## src/rtl/ask_link_pkg.sv

```systemverilog
// Shared widths, noise-mode encodings and FSM state encoding for the ASK link scheduler.
package ask_link_pkg;

  localparam int NIBBLE_W = 4;
  localparam int NOISE_W  = 5;
  localparam int FREQ_W   = 16;

  // Mode 3 is reserved and behaves like NOISE_NONE.
  localparam logic [1:0] NOISE_NONE  = 2'd0;
  localparam logic [1:0] NOISE_FIXED = 2'd1;
  localparam logic [1:0] NOISE_WALK  = 2'd2;

  typedef enum logic [2:0] {
    ST_IDLE      = 3'd0,
    ST_LOAD      = 3'd1,
    ST_START     = 3'd2,
    ST_WAIT_DONE = 3'd3,
    ST_SETTLE    = 3'd4,
    ST_CAPTURE   = 3'd5,
    ST_OUT       = 3'd6
  } link_state_e;

endpackage

```

## src/rtl/ask_link_scheduler_if.sv

```systemverilog
// Payload-in and result-out valid/ready streams of the link scheduler.
interface ask_link_scheduler_if;
  import ask_link_pkg::*;

  logic                in_valid;
  logic                in_ready;
  logic [NIBBLE_W-1:0] in_data;

  logic                out_valid;
  logic                out_ready;
  logic [NIBBLE_W-1:0] out_data;
  logic                out_err1;
  logic                out_err2;
  logic                out_errpar;
  logic                out_timeout;

  // Producer / consumer side (stimulus source and result sink).
  modport master (
    output in_valid, in_data, out_ready,
    input  in_ready, out_valid, out_data, out_err1, out_err2, out_errpar, out_timeout
  );

  // Scheduler side.
  modport slave (
    input  in_valid, in_data, out_ready,
    output in_ready, out_valid, out_data, out_err1, out_err2, out_errpar, out_timeout
  );

endinterface

```

## src/rtl/link_stat_counters.sv

```systemverilog
// Four saturating link-quality counters with a synchronous clear that beats increments.
module link_stat_counters #(
  parameter int CNT_W = 16
) (
  input  logic             clk,
  input  logic             rst_n,
  input  logic             i_clr,
  input  logic             i_inc_frame,
  input  logic             i_inc_corr,
  input  logic             i_inc_uncorr,
  input  logic             i_inc_timeout,
  output logic [CNT_W-1:0] o_frame_cnt,
  output logic [CNT_W-1:0] o_corr_cnt,
  output logic [CNT_W-1:0] o_uncorr_cnt,
  output logic [CNT_W-1:0] o_timeout_cnt
);

  logic [CNT_W-1:0] r_frame;
  logic [CNT_W-1:0] r_corr;
  logic [CNT_W-1:0] r_uncorr;
  logic [CNT_W-1:0] r_timeout;

  // Count on strobe, stick at all-ones; clear takes priority over any increment.
  always_ff @(posedge clk or negedge rst_n) begin
    if (!rst_n) begin
      r_frame   <= '0;
      r_corr    <= '0;
      r_uncorr  <= '0;
      r_timeout <= '0;
    end else if (i_clr) begin
      r_frame   <= '0;
      r_corr    <= '0;
      r_uncorr  <= '0;
      r_timeout <= '0;
    end else begin
      if (i_inc_frame   && (r_frame   != '1)) r_frame   <= r_frame   + 1'b1;
      if (i_inc_corr    && (r_corr    != '1)) r_corr    <= r_corr    + 1'b1;
      if (i_inc_uncorr  && (r_uncorr  != '1)) r_uncorr  <= r_uncorr  + 1'b1;
      if (i_inc_timeout && (r_timeout != '1)) r_timeout <= r_timeout + 1'b1;
    end
  end

  assign o_frame_cnt   = r_frame;
  assign o_corr_cnt    = r_corr;
  assign o_uncorr_cnt  = r_uncorr;
  assign o_timeout_cnt = r_timeout;

endmodule

```

## src/rtl/ask_link_scheduler.sv

```systemverilog
// Frame sequencer for the SECDED + ASK link datapath: loads one nibble, runs the
// datapath, waits for done (or times out), settles, captures and hands back the result.
//
//   state     | meaning
//   ----------+---------------------------------------------------------------
//   IDLE      | in_ready high, waiting for a payload nibble
//   LOAD      | latch carrier word and noise vector for this frame
//   START     | dp_start held START_HOLD cycles, any dp_done remembered
//   WAIT_DONE | waiting for dp_done, abandon frame after TIMEOUT_CYC cycles
//   SETTLE    | SETTLE_CYC cycles for the decoder outputs to settle
//   CAPTURE   | register decoded nibble and flags, bump statistics
//   OUT       | out_valid high until the consumer takes the result
module ask_link_scheduler
  import ask_link_pkg::*;
#(
  parameter int START_HOLD  = 45,
  parameter int SETTLE_CYC  = 30,
  parameter int TIMEOUT_CYC = 4096,
  parameter int CNT_W       = 16
) (
  input  logic                clk,
  input  logic                rst_n,
  ask_link_scheduler_if.slave lnk,
  input  logic [1:0]          noise_mode,
  input  logic [NOISE_W-1:0]  noise_pat,
  input  logic [FREQ_W-1:0]   freq_cfg,
  output logic                dp_start,
  output logic [NIBBLE_W-1:0] dp_data,
  output logic [NOISE_W-1:0]  dp_noise,
  output logic [FREQ_W-1:0]   dp_freq,
  input  logic [NIBBLE_W-1:0] dp_data_o,
  input  logic                dp_error1bit,
  input  logic                dp_error2bit,
  input  logic                dp_errorparity,
  input  logic                dp_done,
  output logic                busy,
  input  logic                cnt_clr,
  output logic [CNT_W-1:0]    frame_cnt,
  output logic [CNT_W-1:0]    corr_cnt,
  output logic [CNT_W-1:0]    uncorr_cnt,
  output logic [CNT_W-1:0]    timeout_cnt
);

  localparam logic [2:0] S_IDLE    = ST_IDLE;
  localparam logic [2:0] S_LOAD    = ST_LOAD;
  localparam logic [2:0] S_START   = ST_START;
  localparam logic [2:0] S_WAIT    = ST_WAIT_DONE;
  localparam logic [2:0] S_SETTLE  = ST_SETTLE;
  localparam logic [2:0] S_CAPTURE = ST_CAPTURE;
  localparam logic [2:0] S_OUT     = ST_OUT;

  localparam int HOLD_W = (START_HOLD  > 1) ? $clog2(START_HOLD)  : 1;
  localparam int SET_W  = (SETTLE_CYC  > 1) ? $clog2(SETTLE_CYC)  : 1;
  localparam int TO_W   = (TIMEOUT_CYC > 1) ? $clog2(TIMEOUT_CYC) : 1;

  // With no settle time the frame goes straight from done to capture.
  localparam logic [2:0] S_AFTER_DONE = (SETTLE_CYC == 0) ? S_CAPTURE : S_SETTLE;

  logic [2:0]          r_state;
  logic [HOLD_W-1:0]   r_hold;
  logic [SET_W-1:0]    r_settle;
  logic [TO_W-1:0]     r_tout;
  logic                r_done_seen;
  logic [2:0]          r_walk;
  logic [NIBBLE_W-1:0] r_dp_data;
  logic [NOISE_W-1:0]  r_dp_noise;
  logic [FREQ_W-1:0]   r_dp_freq;
  logic [NIBBLE_W-1:0] r_out_data;
  logic                r_out_err1;
  logic                r_out_err2;
  logic                r_out_errpar;
  logic                r_out_timeout;

  logic w_capture;
  logic w_timeout;

  assign w_capture = (r_state == S_CAPTURE);
  assign w_timeout = (r_state == S_WAIT) && !dp_done && (r_tout == TO_W'(TIMEOUT_CYC - 1));

  // Frame sequencing, datapath operand latching and result capture.
  always_ff @(posedge clk or negedge rst_n) begin
    if (!rst_n) begin
      r_state       <= S_IDLE;
      r_hold        <= '0;
      r_settle      <= '0;
      r_tout        <= '0;
      r_done_seen   <= 1'b0;
      r_dp_data     <= '0;
      r_dp_noise    <= '0;
      r_dp_freq     <= '0;
      r_out_data    <= '0;
      r_out_err1    <= 1'b0;
      r_out_err2    <= 1'b0;
      r_out_errpar  <= 1'b0;
      r_out_timeout <= 1'b0;
    end else begin
      case (r_state)
        S_IDLE: begin
          if (lnk.in_valid) begin
            r_dp_data <= lnk.in_data;
            r_state   <= S_LOAD;
          end
        end
        S_LOAD: begin
          r_dp_freq <= freq_cfg;
          case (noise_mode)
            NOISE_NONE:  r_dp_noise <= '0;
            NOISE_FIXED: r_dp_noise <= noise_pat;
            NOISE_WALK:  r_dp_noise <= NOISE_W'(1) << r_walk;
            default:     r_dp_noise <= '0;
          endcase
          r_hold      <= HOLD_W'(START_HOLD - 1);
          r_done_seen <= 1'b0;
          r_state     <= S_START;
        end
        S_START: begin
          if (r_hold == '0) begin
            r_settle <= SET_W'(SETTLE_CYC - 1);
            r_tout   <= '0;
            r_state  <= (r_done_seen || dp_done) ? S_AFTER_DONE : S_WAIT;
          end else begin
            r_hold      <= r_hold - 1'b1;
            r_done_seen <= r_done_seen | dp_done;
          end
        end
        S_WAIT: begin
          if (dp_done) begin
            r_settle <= SET_W'(SETTLE_CYC - 1);
            r_state  <= S_AFTER_DONE;
          end else if (w_timeout) begin
            r_out_data    <= '0;
            r_out_err1    <= 1'b0;
            r_out_err2    <= 1'b0;
            r_out_errpar  <= 1'b0;
            r_out_timeout <= 1'b1;
            r_state       <= S_OUT;
          end else begin
            r_tout <= r_tout + 1'b1;
          end
        end
        S_SETTLE: begin
          if (r_settle == '0) r_state <= S_CAPTURE;
          else                r_settle <= r_settle - 1'b1;
        end
        S_CAPTURE: begin
          r_out_data    <= dp_data_o;
          r_out_err1    <= dp_error1bit;
          r_out_err2    <= dp_error2bit;
          r_out_errpar  <= dp_errorparity;
          r_out_timeout <= 1'b0;
          r_state       <= S_OUT;
        end
        S_OUT: begin
          if (lnk.out_ready) r_state <= S_IDLE;
        end
        default: r_state <= S_IDLE;
      endcase
    end
  end

  // Walking-bit index advances after each walk-mode LOAD; a counter clear rewinds it.
  always_ff @(posedge clk or negedge rst_n) begin
    if (!rst_n) begin
      r_walk <= '0;
    end else if (cnt_clr) begin
      r_walk <= '0;
    end else if ((r_state == S_LOAD) && (noise_mode == NOISE_WALK)) begin
      r_walk <= (r_walk == 3'd4) ? 3'd0 : r_walk + 3'd1;
    end
  end

  link_stat_counters #(.CNT_W(CNT_W)) u_stats (
    .clk           (clk),
    .rst_n         (rst_n),
    .i_clr         (cnt_clr),
    .i_inc_frame   (w_capture | w_timeout),
    .i_inc_corr    (w_capture & dp_error1bit & ~dp_error2bit),
    .i_inc_uncorr  (w_capture & dp_error2bit),
    .i_inc_timeout (w_timeout),
    .o_frame_cnt   (frame_cnt),
    .o_corr_cnt    (corr_cnt),
    .o_uncorr_cnt  (uncorr_cnt),
    .o_timeout_cnt (timeout_cnt)
  );

  assign lnk.in_ready    = (r_state == S_IDLE);
  assign lnk.out_valid   = (r_state == S_OUT);
  assign lnk.out_data    = r_out_data;
  assign lnk.out_err1    = r_out_err1;
  assign lnk.out_err2    = r_out_err2;
  assign lnk.out_errpar  = r_out_errpar;
  assign lnk.out_timeout = r_out_timeout;

  assign dp_start = (r_state == S_START);
  assign dp_data  = r_dp_data;
  assign dp_noise = r_dp_noise;
  assign dp_freq  = r_dp_freq;
  assign busy     = (r_state != S_IDLE);

endmodule

```

## src/flat_wrapper.sv

```systemverilog
// flat-port wrapper written by rule: the top's interface ports become plain ports
module ask_link_scheduler_flat import ask_link_pkg::*;
#(
  parameter int START_HOLD  = 45,
  parameter int SETTLE_CYC  = 30,
  parameter int TIMEOUT_CYC = 4096,
  parameter int CNT_W       = 16
)
  (clk, rst_n, noise_mode, noise_pat, freq_cfg, dp_start, dp_data, dp_noise, dp_freq, dp_data_o, dp_error1bit, dp_error2bit, dp_errorparity, dp_done, busy, cnt_clr, frame_cnt, corr_cnt, uncorr_cnt, timeout_cnt, lnk_in_valid, lnk_in_data, lnk_out_ready, lnk_in_ready, lnk_out_valid, lnk_out_data, lnk_out_err1, lnk_out_err2, lnk_out_errpar, lnk_out_timeout);
  ask_link_scheduler_if lnk_i ();
  input  logic clk;
  input  logic rst_n;
  input  logic [1:0] noise_mode;
  input  logic [NOISE_W-1:0] noise_pat;
  input  logic [FREQ_W-1:0] freq_cfg;
  output logic dp_start;
  output logic [NIBBLE_W-1:0] dp_data;
  output logic [NOISE_W-1:0] dp_noise;
  output logic [FREQ_W-1:0] dp_freq;
  input  logic [NIBBLE_W-1:0] dp_data_o;
  input  logic dp_error1bit;
  input  logic dp_error2bit;
  input  logic dp_errorparity;
  input  logic dp_done;
  output logic busy;
  input  logic cnt_clr;
  output logic [CNT_W-1:0] frame_cnt;
  output logic [CNT_W-1:0] corr_cnt;
  output logic [CNT_W-1:0] uncorr_cnt;
  output logic [CNT_W-1:0] timeout_cnt;
  input wire logic [$bits(lnk_i.in_valid)-1:0] lnk_in_valid;
  input wire logic [$bits(lnk_i.in_data)-1:0] lnk_in_data;
  input wire logic [$bits(lnk_i.out_ready)-1:0] lnk_out_ready;
  output wire logic [$bits(lnk_i.in_ready)-1:0] lnk_in_ready;
  output wire logic [$bits(lnk_i.out_valid)-1:0] lnk_out_valid;
  output wire logic [$bits(lnk_i.out_data)-1:0] lnk_out_data;
  output wire logic [$bits(lnk_i.out_err1)-1:0] lnk_out_err1;
  output wire logic [$bits(lnk_i.out_err2)-1:0] lnk_out_err2;
  output wire logic [$bits(lnk_i.out_errpar)-1:0] lnk_out_errpar;
  output wire logic [$bits(lnk_i.out_timeout)-1:0] lnk_out_timeout;
  assign lnk_i.in_valid = lnk_in_valid;
  assign lnk_i.in_data = lnk_in_data;
  assign lnk_i.out_ready = lnk_out_ready;
  assign lnk_in_ready = lnk_i.in_ready;
  assign lnk_out_valid = lnk_i.out_valid;
  assign lnk_out_data = lnk_i.out_data;
  assign lnk_out_err1 = lnk_i.out_err1;
  assign lnk_out_err2 = lnk_i.out_err2;
  assign lnk_out_errpar = lnk_i.out_errpar;
  assign lnk_out_timeout = lnk_i.out_timeout;
  ask_link_scheduler #(.START_HOLD(START_HOLD), .SETTLE_CYC(SETTLE_CYC), .TIMEOUT_CYC(TIMEOUT_CYC), .CNT_W(CNT_W)) u_core (.clk(clk), .rst_n(rst_n), .lnk(lnk_i), .noise_mode(noise_mode), .noise_pat(noise_pat), .freq_cfg(freq_cfg), .dp_start(dp_start), .dp_data(dp_data), .dp_noise(dp_noise), .dp_freq(dp_freq), .dp_data_o(dp_data_o), .dp_error1bit(dp_error1bit), .dp_error2bit(dp_error2bit), .dp_errorparity(dp_errorparity), .dp_done(dp_done), .busy(busy), .cnt_clr(cnt_clr), .frame_cnt(frame_cnt), .corr_cnt(corr_cnt), .uncorr_cnt(uncorr_cnt), .timeout_cnt(timeout_cnt));
endmodule
```

## config.mk

```make
export PLATFORM = sky130hd
export DESIGN_NAME = ask_link_scheduler_flat
export DESIGN_NICKNAME = d
export VERILOG_FILES = /design/src/rtl/ask_link_pkg.sv /design/src/rtl/ask_link_scheduler_if.sv /design/src/rtl/link_stat_counters.sv /design/src/rtl/ask_link_scheduler.sv /design/src/flat_wrapper.sv
export SDC_FILE = /design/constraint.sdc
export NUM_CORES = 1
export LEC_CHECK = 0
export ABC_AREA = 1
export BUFFER_PORTS_ARGS = -buffer_cell sky130_fd_sc_hd__buf_2
export CELL_PAD_IN_SITES_DETAIL_PLACEMENT = 1
export CELL_PAD_IN_SITES_GLOBAL_PLACEMENT = 2
export CORE_MARGIN = 2
export CORE_UTILIZATION = 34
export DETAILED_ROUTE_END_ITERATION = 16
export MAX_ROUTING_LAYER = met4
export PLACE_DENSITY = 0.9
export SLEW_MARGIN = 20
export SYNTH_ARGS = -nofsm -noshare
export SYNTH_HDL_FRONTEND = slang
export SYNTH_SLANG_ARGS = --single-unit
```

## constraint.sdc

```tcl
create_clock -name clk -period 4.7 [get_ports clk]
set_input_delay 0.705 -clock clk [delete_from_list [all_inputs] [get_ports clk]]
set_output_delay 0.705 -clock clk [all_outputs]
set_load 0.1 [all_outputs]
```

==> Word level (Yosys, flattened, before mapping) <==
Cells that the tools add are included.
{ "word_totals": {"regBits": 127, "input_bits": 40, "output_inout_bits": 101, "elab_cells": 129} }
{ "classes": {"add_sub_neg": 8, "n_eq_ne": 25, "shift": 1, "mux": 43, "bitwise": 6, "n_reduce_logical": 28} }
{ "op_table": {"columns": ["cell", "count"], "rows": [
  ["$mux 16", 8],
  ["$add 16x1->16 const B", 4],
  ["$ne 16x16->1 const B", 4],
  ["$mux 12", 3],
  ["$mux 3", 10],
  ["$pmux 12 s2", 1],
  ["$pmux 3 s7", 1],
  ["$ne 2x2->1 const B", 8],
  ["$reduce_bool 2->1", 8],
  ["$mux 5", 3],
  ["$pmux 5 s3", 1],
  ["$add 12x1->12 const B", 1],
  ["$eq 12x12->1 const B", 1],
  ["$eq 3x3->1 const B", 4],
  ["$pmux 6 s2", 1],
  ["$pmux 1 s2", 5],
  ["$pmux 5 s2", 1],
  ["$mux 4", 2],
  ["$pmux 4 s2", 1],
  ["$reduce_and 4->1", 2],
  ["$logic_and 1x1->1", 7],
  ["$eq 3x2->1 const B", 2],
  ["$logic_not 6->1", 1],
  ["$mux 6", 1],
  ["21 further kinds", 31]
]} }

==> Logic depth before layout (Yosys ltp) <==
{ "logic_depth": {"ltp_word": 7, "ltp_mapped": 11, "mapped_depth_nobuf": 10} }

==> Hierarchy <==
A second synthesis with hierarchy kept.
{ "hier_totals": {"cells_unflattened": 980, "area_unflattened_um2": 7320.8} }
{ "modules_own_cells": {"columns": ["module", "instances", "cells_per_inst", "area_each_um2", "seq_area_each_um2"], "rows": [
  ["link_stat_counters", 1, 571, 3957.5, 1601.5],
  ["ask_link_scheduler", 1, 409, 3363.2, 1576.5]
]} }

==> Least setup slack after synthesis <==
OpenSTA, ideal clock, no wires.
{ "synth_path": {"kind": "register -> output", "from": "register u_core.r_state[2]", "to": "output port lnk_out_valid", "arrival_time_ns": 2.620, "slack_ns": 1.375, "stages_incl_launch_ff": 4, "n_path_buf": 1, "path_cell_list": "dfrtp_1 -> buf_2 -> inv_2 -> nor3_1"} }
{ "synth_between": {"elab_chain_len": 1} }
{ "synth_rtl": {"columns": ["element", "line_no", "text"], "rows": [
  ["start: declaration", "ask_link_scheduler.sv:59", "logic [2:0] r_state;"],
  ["start signal: assignment", "ask_link_scheduler.sv:120", "r_state <= (r_done_seen || dp_done) ? S_AFTER_DONE : S_WAIT;"],
  ["$eq 3x3->1", "ask_link_scheduler.sv:187", "assign lnk.out_valid = (r_state == S_OUT);"],
  ["end: declaration", "flat_wrapper.sv:35", "output wire logic [$bits(lnk_i.out_valid)-1:0] lnk_out_valid;"]
]} }
Every way passes these cells.

==> Worst setup path in the final report <==
{ "layout_path": {"from": "register u_core.r_state[2]", "to": "output port dp_start"} }
{ "layout_between": {"elab_chain_len": 1} }
{ "layout_rtl": {"columns": ["element", "line_no", "text"], "rows": [
  ["$eq 3x2->1", "ask_link_scheduler.sv:194", "assign dp_start = (r_state == S_START);"],
  ["end: declaration", "flat_wrapper.sv:16", "output logic dp_start;"]
]} }
Every way passes these cells.

==> results.tsv <==
metric	value	unit
Worst Hold Class	input port to async pin	
average wire per standard cell	15.0	um
Clock Root Buffer	clkbuf_16	
drt via density	4.94	
multiplexer share of the synthesized area	0.752	%
drt first-iter violations	266	
largest family of logic cells by synthesized area	simple AND/OR/NAND/NOR gates	
WL final	21500	um
Synth Instances	1002	
Area growth syn-to-layout	21.5	%
Sw Pwr	0.00241	W
fin nets	1199	
Comb pwr share	42.2	%
IO Pins	141	
simple-gate share of the synthesized area	38.5	%
DR vias	7083	
Mapped Nets	1058	
CP bufs+invs	2	
clock slew at reported path FFs	70	ps
setup bufs post-CTS	0	
Core Area	21100	um^2
Resize count post-CTS	0	
power density over the cells	544	nW/um^2
total power	0.00484	W
Critical Path AT	1960	ps
DIE WIDTH	151	um
max frequency	375	MHz
Max-slew headroom	39.6	%
final setup violation count	0	
worst reg2reg path depth	8	
Row Count	53	
XOR/XNOR share of the synthesized area	3.11	%
Tmin final	2660	ps
port bufs	140	
vias in the first global route	7147	
TNS Setup	0	ps
Crit. path cell count	4	
number of max-cap violations	0	
crit path capture type	primary output	
dpl hpwl	15700	um
Residual DRC	0	
Worst setup SP type	register	
initial antenna violation count	2	
CTS sink count	127	
Post-CTS Hold Fix Bufs	0	
GR Overflow Total	0	
clock skew	7.64	ps
H-tree depth	4	
P_leak	4.56	nW
first-pass GRT wire length	36000	um
largest stage delay on the critical path	520	ps
All-Layer GR Usage	20.4	%
most common cell after layout, fill and taps aside	nand2_1	
clock network fraction of total power	28.0	%
Synth cell types	38	
Final Cycle Share	56.7	%
worst-margin pin slew	907	ps
Placer Congestion	0.811	
Die Ht	151	um
mapped cell area	7320	um^2
Initial Util	34.7	%
Critical Path RT	3990	ps
DRT antenna net count	0	
#FFs+latches synth	127	
most frequent cells in the layout	360 x nand2_1, 139 x buf_2, 127 x dfrtp_1	
largest net degree at the start of global routing	97	
Crit Path Class	register to primary output	
sequential cell area fraction in the yosys report	43.4	%
status	complete, no violations	
Syn. warnings	0	
part of the power in registers	29.8	%
CP top delay family	buffers and inverters	
worst skew pair latency	430	ps
FILL cells	2778	
Final Max Tran Viols	0	
P_int	0.00243	W
unrepaired setup endpoints after global routing	no	
Sw Share	49.8	%
TritonCTS Buffers	17	
Synth Area in Compound Gates	5.67	%
Adder-Cell Fraction of Synth Area	2.73	%
layout cells sized above 1	18.0	%
Clock Path Buffers	2	
die footprint	22700	um^2
drt pass-1 iters	4	
Hold Fails Final Rpt	0	
critical-path cell list	inv_2 -> nand2_1 -> nor2_2 -> buf_2	
TritonCTS clock tree	yes	
Avg Cell Area, Syn	7.31	um^2
Slowest cell on crit path	dfrtp_1	
worst-path fanout max	8	
VDD IR-drop max	264	uV
flip-flops by register name, summed over array words and instances, names as in the netlist, 6 cells and up:
register,flops
u_core.dp_freq,16
u_core.u_stats.o_corr_cnt,16
u_core.u_stats.o_frame_cnt,16
u_core.u_stats.o_timeout_cnt,16
u_core.u_stats.o_uncorr_cnt,16
u_core.r_tout,12
u_core.r_hold,6
synth_stat cells (all sizes together):
cell type,n,area (um^2)
a21o,1,7.51
a21oi,4,20.0
a22o,1,8.76
a31oi,1,6.26
a32o,3,30.0
buf,11,67.6
clkbuf,11,41.3
dfrtp,127,3180
ha,16,200
inv,84,315
mux2,4,45.0
mux2i,1,10.0
nand2,367,1410
nand3,99,513
nand3b,2,15.0
nand4,50,328
nor2,119,472
nor3,6,41.3
o21ai,48,240
o21bai,12,90.1
o22ai,2,12.5
or2,7,43.8
xnor2,3,26.3
xor2,23,201
layout make-up:
class                   count  area [um^2]  share of cell area [%]
clock inverters            15          174                    1.95
repair buffers            144          737                    8.28
diodes                      2         5.00                  0.0562
clock buffers              17          425                    4.78
inverters                  84          315                    3.54
flip-flops and latches    127         3180                    35.7
well taps                 275          344                    3.87
multi-input cells         769         3720                    41.8
through the flow:
step	setup WS [ps]	instance area [um^2]	util, %	std cells	hold slack, ps
3_5_place_dp	2350	8300	39.3	1399	454
4_1_cts	2020	8890	42.2	1431	421
2_1_floorplan	1370	7320	-	1002	409
5_1_grt	1940	8900	42.2	1433	456
3_3_place_gp	2420	8300	39.3	1399	449
6_report	2040	8900	42.2	1433	390
power groups by stage:
| stage | Combinational (W) | Clock (W) | Sequential (W) |
|---|---|---|---|
| after floorplan | 0.000693 | 0 | 0.00242 |
| after global placement | 0.00203 | 0 | 0.00145 |
| after detailed placement | 0.00206 | 0 | 0.00146 |
| after CTS | 0.00207 | 0.00139 | 0.00144 |
| after global routing | 0.00219 | 0.00145 | 0.00147 |
| final | 0.00204 | 0.00136 | 0.00144 |
metal layers:
layer / up-vias / GRT usage (%) / share of wire, %
met5: - / - / 0
li1: 3532 / - / -
met1: 3409 / 25.9 / 47
met4: 0 / 6.36 / 1.7
met2: 115 / 32.8 / 47
met3: 27 / 4.15 / 4.5
cells by family (layout without fill, tap and decap cells):
kind of cell,Yosys count,in the layout
other,0,2
XOR/XNOR,26,26
AND/OR/NAND/NOR,650,650
multiplexers,5,5
adder cells (fa/ha/maj),16,16
AO/OA/AOI/OAI,72,72
flip-flops,127,127
buffers and inverters,106,260
final timing paths:
kind	startpoint	to	slack, ps
max	u_core.r_state[2]	dp_start	2040
max in group asynchronous	rst_n	u_core.u_stats.o_timeout_cnt[1]	3310
min	rst_n	u_core.dp_freq[13]	390
min reg2reg	u_core.dp_freq[7]	u_core.dp_freq[7]	460
max reg2reg	u_core.r_state[2]	u_core.u_stats.o_uncorr_cnt[10]	2380
min in group clk	u_core.dp_freq[7]	u_core.dp_freq[7]	460
No activity file was read; power rests on OpenSTA's default activity.
